**config.mk**
```make
export PLATFORM = sky130hd
export DESIGN_NAME = alu_blocking
export DESIGN_NICKNAME = d
export VERILOG_FILES = /design/src/rtl/alu_blocking.sv
export SDC_FILE = /design/constraint.sdc
export NUM_CORES = 1
export LEC_CHECK = 0
export ABC_AREA = 1
export ABC_CLOCK_PERIOD_IN_PS = 1000
export BUFFER_PORTS_ARGS = -buffer_cell sky130_fd_sc_hd__buf_4
export CORE_MARGIN = 4
export CORE_UTILIZATION = 45
export CTS_CLUSTER_SIZE = 8
export DETAILED_ROUTE_END_ITERATION = 8
export PLACE_DENSITY = 0.78
export SETUP_SLACK_MARGIN = 0.05
export SYNTH_ARGS = -nofsm -noshare
export SYNTH_HDL_FRONTEND = slang
export SYNTH_SLANG_ARGS = --single-unit
```
**constraint.sdc**
```tcl
create_clock -name clk -period 1 [get_ports clk]
set_input_delay 0.2 -clock clk [delete_from_list [all_inputs] [get_ports clk]]
set_output_delay 0.2 -clock clk [all_outputs]
set_load 0.05 [all_outputs]
```
**src/rtl/alu_blocking.sv**
```systemverilog
// alu_blocking: registered 8-function ALU on unsigned WIDTH-bit operands.
// The result is WIDTH+1 bits wide, so carry, borrow or shifted-out MSB is kept.
// y, out_valid and zero appear one clock after an in_valid capture edge.
module alu_blocking #(
  parameter int WIDTH = 4
) (
  input  logic             clk,
  input  logic             rst,
  input  logic [WIDTH-1:0] a,
  input  logic [WIDTH-1:0] b,
  input  logic [2:0]       sel,
  input  logic             in_valid,
  output logic [WIDTH:0]   y,
  output logic             out_valid,
  output logic             zero
);

  localparam logic [2:0] OP_ADD = 3'b000;
  localparam logic [2:0] OP_SUB = 3'b001;
  localparam logic [2:0] OP_AND = 3'b010;
  localparam logic [2:0] OP_OR  = 3'b011;
  localparam logic [2:0] OP_XOR = 3'b100;
  localparam logic [2:0] OP_NOT = 3'b101;
  localparam logic [2:0] OP_SHL = 3'b110;
  localparam logic [2:0] OP_SHR = 3'b111;

  // Operands are zero-extended first, so ADD keeps its carry, SUB wraps
  // modulo 2^(WIDTH+1) with the top bit acting as borrow, and SHL keeps
  // the bit shifted out of the operand MSB.
  function automatic logic [WIDTH:0] alu_op(input logic [WIDTH-1:0] op_a,
                                            input logic [WIDTH-1:0] op_b,
                                            input logic [2:0]       op_sel);
    logic [WIDTH:0] ext_a;
    logic [WIDTH:0] ext_b;
    logic [WIDTH:0] res;
    ext_a = {1'b0, op_a};
    ext_b = {1'b0, op_b};
    res   = '0;
    case (op_sel)
      OP_ADD: res = ext_a + ext_b;
      OP_SUB: res = ext_a - ext_b;
      OP_AND: res = {1'b0, op_a & op_b};
      OP_OR:  res = {1'b0, op_a | op_b};
      OP_XOR: res = {1'b0, op_a ^ op_b};
      OP_NOT: res = {1'b0, ~op_a};
      OP_SHL: res = ext_a << 1;
      OP_SHR: res = {1'b0, op_a >> 1};
      default: res = '0;
    endcase
    return res;
  endfunction

  logic [WIDTH:0] result_d;
  logic           zero_d;
  logic [WIDTH:0] y_q;
  logic           out_valid_q;
  logic           zero_q;

  // Combinational stage: evaluate the selected function on the live inputs.
  always_comb begin
    result_d = alu_op(a, b, sel);
    zero_d   = (result_d == '0);
  end

  // Register stage: capture on qualified edges, hold data otherwise; the
  // valid strobe lasts exactly one cycle per capture.
  always_ff @(posedge clk or posedge rst) begin
    if (rst) begin
      y_q         <= '0;
      out_valid_q <= 1'b0;
      zero_q      <= 1'b1;
    end else if (in_valid) begin
      y_q         <= result_d;
      out_valid_q <= 1'b1;
      zero_q      <= zero_d;
    end else begin
      out_valid_q <= 1'b0;
    end
  end

  assign y         = y_q;
  assign out_valid = out_valid_q;
  assign zero      = zero_q;

endmodule

```
==> out/qor.txt <==
status: finished with violations
failing checks: setup timing
final WL: 3045 µm
clock skew: 0 ns
FMAX: 0.6175 GHz
Post-Syn Area: 917.1 µm²
Critical Path Start: sel[1]
clk sinks: 7
core area: 1942 µm²
CP Max Fanout: 4
Seq pwr share: 23.0%
Area growth syn-to-layout: 69.17%
worst min path class: input pin to flip-flop
initial core utilization: 47.23%
worst skew pair latency: 0.25 ns
Internal: 898.4 µW
met3 GRT Util: 3.944%
commonest non-fill, non-tap cell in the layout: buf_4
Top delay family on crit path: simple AND/OR/NAND/NOR gates
Synth Area in Compound Gates: 6.958%
CP peak stage delay: 0.26 ns
Worst Slack Setup Final: -0.6195 ns
R2R Path Start: y[2]
crit path time final: 1.620 ns
# setup viols final: 8
first-pass GRT wire length: 4919 µm
vias in the first global route: 1,126
Final Cell Area: 1551 µm²
Least-Margin Pin Slew: 0.2827 ns
Layout Nets: 220
Boundary Pins: 21
Synth Area in Adders: 19.92%
Die Ht: 53.15 µm
RSZ-0062 raised after global routing: yes
CTS max path bufs: 2
drt drc: 0
power per cell area: 992.0 nW/µm²
Leak: 0.0008147 µW
CP arrival: 1.82 ns
share of cells above drive strength 1: 45.03%
Slew Limit Fails: 0
M2 GR Usage: 44.83%
worst vdd ir: 0.0008647 V
max-cap violations: 0
Sw Pwr: 640.7 µW
vias: 1,112
kind of critical path: input pin to flip-flop
largest net degree at the start of global routing: 14
TritonCTS Buffers: 3
post-DR wirelength/cell: 13.97 µm
largest family of logic cells by synthesized area: simple AND/OR/NAND/NOR gates
CTS H-tree lvls: 1
Core Util, Final: 79.90%
Die Area: 2824 µm²
switching fraction of total power: 41.63%
worst hold path startpoint: in_valid
placed inst area: 1286 µm²
GP Congestion: 0.8293
Synth Area in Simple Gates: 37.52%
GRT overflow: 0
worst path bufs/invs: 2
Mapped Nets: 166
1st-iter DRT viols: 21
clock transition at the registers of the reported paths: 0.05 ns
Seq cells post-synth: 7
clock power share: 17.1%
Post-Syn Instances: 138
Ant. Diodes: 0
Seq/Total Area, Yosys: 19.24%
commonest cells after routing, fill and taps aside: buf_4, nand2_1, inv_1
xor and xnor area share after synthesis: 2.865%
initial antenna violation count: 0
combinational power share: 60.0%
First-pass DRT Iterations: 4
Root Buffer: clkbuf_4
antenna viol nets, final: 0
vias per cell: 5.101
slowest cell on the critical path: ha_4
mux share of post-synthesis cell area: 0%
max_slew headroom: 81.13%
Tot Pwr: 1539 µW
Most Crowded Layer GR: met2
critical path launch point type: input pin
crit path capture type: flip-flop
number of library cell types mapped by synthesis: 23
CTS tree: done
Cell Chain, Critical Path: buf_8 -> nor2_4 -> buf_6 -> a21oi_4 -> xor2_2 -> ha_4 -> a21oi_4 -> nand2_2 -> nand2_2 -> nand2_2 -> nand2_1 -> nand2_1 -> nor2_1 -> nand3_2 -> nand2_1
fin crit share: 162.0%
FP Rows: 16
syn avg cell area: 6.646 µm²
global routing usage on met1: 26.24%
GRT Overall Usage: 24.08%
final hold viol count: 0
Port-buffer cells: 20
synthesis warning total: 0
Die W: 53.15 µm
Worst EP required: 1.20 ns
hpwl dp: 2088 µm
-- synthesized netlist by cell type --
| cell | count | area share, % |
|---|---|---|
| nand2_1 | 31 | 13 |
| inv_1 | 21 | 8.6 |
| nor2_1 | 17 | 7.0 |
| nand3_1 | 15 | 8.2 |
| ha_1 | 13 | 18 |
| dfrtp_1 | 6 | 16 |
| nand4_1 | 6 | 4.1 |
| a21oi_1 | 4 | 2.2 |
| nor2_2 | 4 | 2.7 |
| buf_6 | 3 | 3.7 |
| inv_2 | 3 | 1.2 |
| xor2_1 | 3 | 2.9 |
| nor3_1 | 2 | 1.1 |
| a21oi_2 | 1 | 0.96 |
| a31oi_1 | 1 | 0.68 |
| dfstp_2 | 1 | 2.9 |
| fa_1 | 1 | 2.2 |
| nand2_2 | 1 | 0.68 |
| nand3_2 | 1 | 1.1 |
| o21a_1 | 1 | 0.82 |
| o21ai_1 | 1 | 0.55 |
| o21ai_2 | 1 | 0.96 |
| o31ai_1 | 1 | 0.82 |
-- worst reg2reg max path, delay by kind of cell (launching register included) --
kind / cells / cell delay, ns
flops: 1 / 0.38
buf+inv: 2 / 0.25
simple gates: 2 / 0.10
-- state kept, by name, indices dropped and copies added (netlist names) --
register	flops
out_valid	1
y	5
zero	1
-- layout make-up --
cell class | instances | area [µm²]
Inverter | 24 | 95.09
Fill cell | 122 | 390.4
Timing Repair Buffer | 52 | 465.4
Clock buffer | 4 | 26.28
Sequential cell | 7 | 176.4
Tap cell | 27 | 33.78
Multi-Input combinational cell | 104 | 754.5
-- worst paths after layout --
path | endpoint | slack [ns] | cells after the start
hold / removal | out_valid | 0.21 | 2
setup / recovery | zero | -0.62 | 15
min in group asynchronous | out_valid | 0.45 | 3
max in group asynchronous | zero | 0.27 | 3
hold reg to reg | zero | 0.52 | 2
setup reg to reg | y[2] | 0.15 | 4
-- metal layers --
metal,vias to the layer above,wire [µm]
li1,551,-
met1,511,1154
met2,38,1665
met3,12,117
met4,0,107
met5,-,0
-- power by group through the flow --
stage	Clock [µW]	Combinational, µW	Sequential, µW
floorplan	0	312	479
global placement	0	681	347
detailed placement	0	704	350
CTS	265	822	352
global route	274	997	356
finish	263	923	353
-- stage by stage --
stage	setup slack, ns	cells	TNS, ns	hold WS [ns]
6_report	-0.6195	218	-2.867	0.2082
5_1_grt	-0.7095	218	-3.451	0.2141
4_1_cts	-0.5360	216	-2.499	0.1981
3_5_place_dp	-0.9603	205	-4.356	0.1536
3_3_place_gp	-0.8711	205	-3.933	0.1395
2_1_floorplan	-0.6181	138	-2.561	0.002672
-- logic make-up (layout without fill, tap and decap cells) --
| family | count (synthesis) | after routing |
|---|---|---|
| simple gates | 77 | 77 |
| buf+inv | 27 | 80 |
| fa+ha+maj | 14 | 14 |
| compound gates | 10 | 10 |
| flops | 7 | 7 |
| xor+xnor | 3 | 3 |
-- what timing repair did --
action / 4_1_cts / 5_1_grt
hold buffers: 1 / 0
setup endpoints to repair: 12 / 13
pin swaps: 20 / 11
resized for setup: 23 / 11
buffers inserted: 6 / 2
endpoints found under the hold margin: 6 / 0
(Power assumes the default switching activity.)
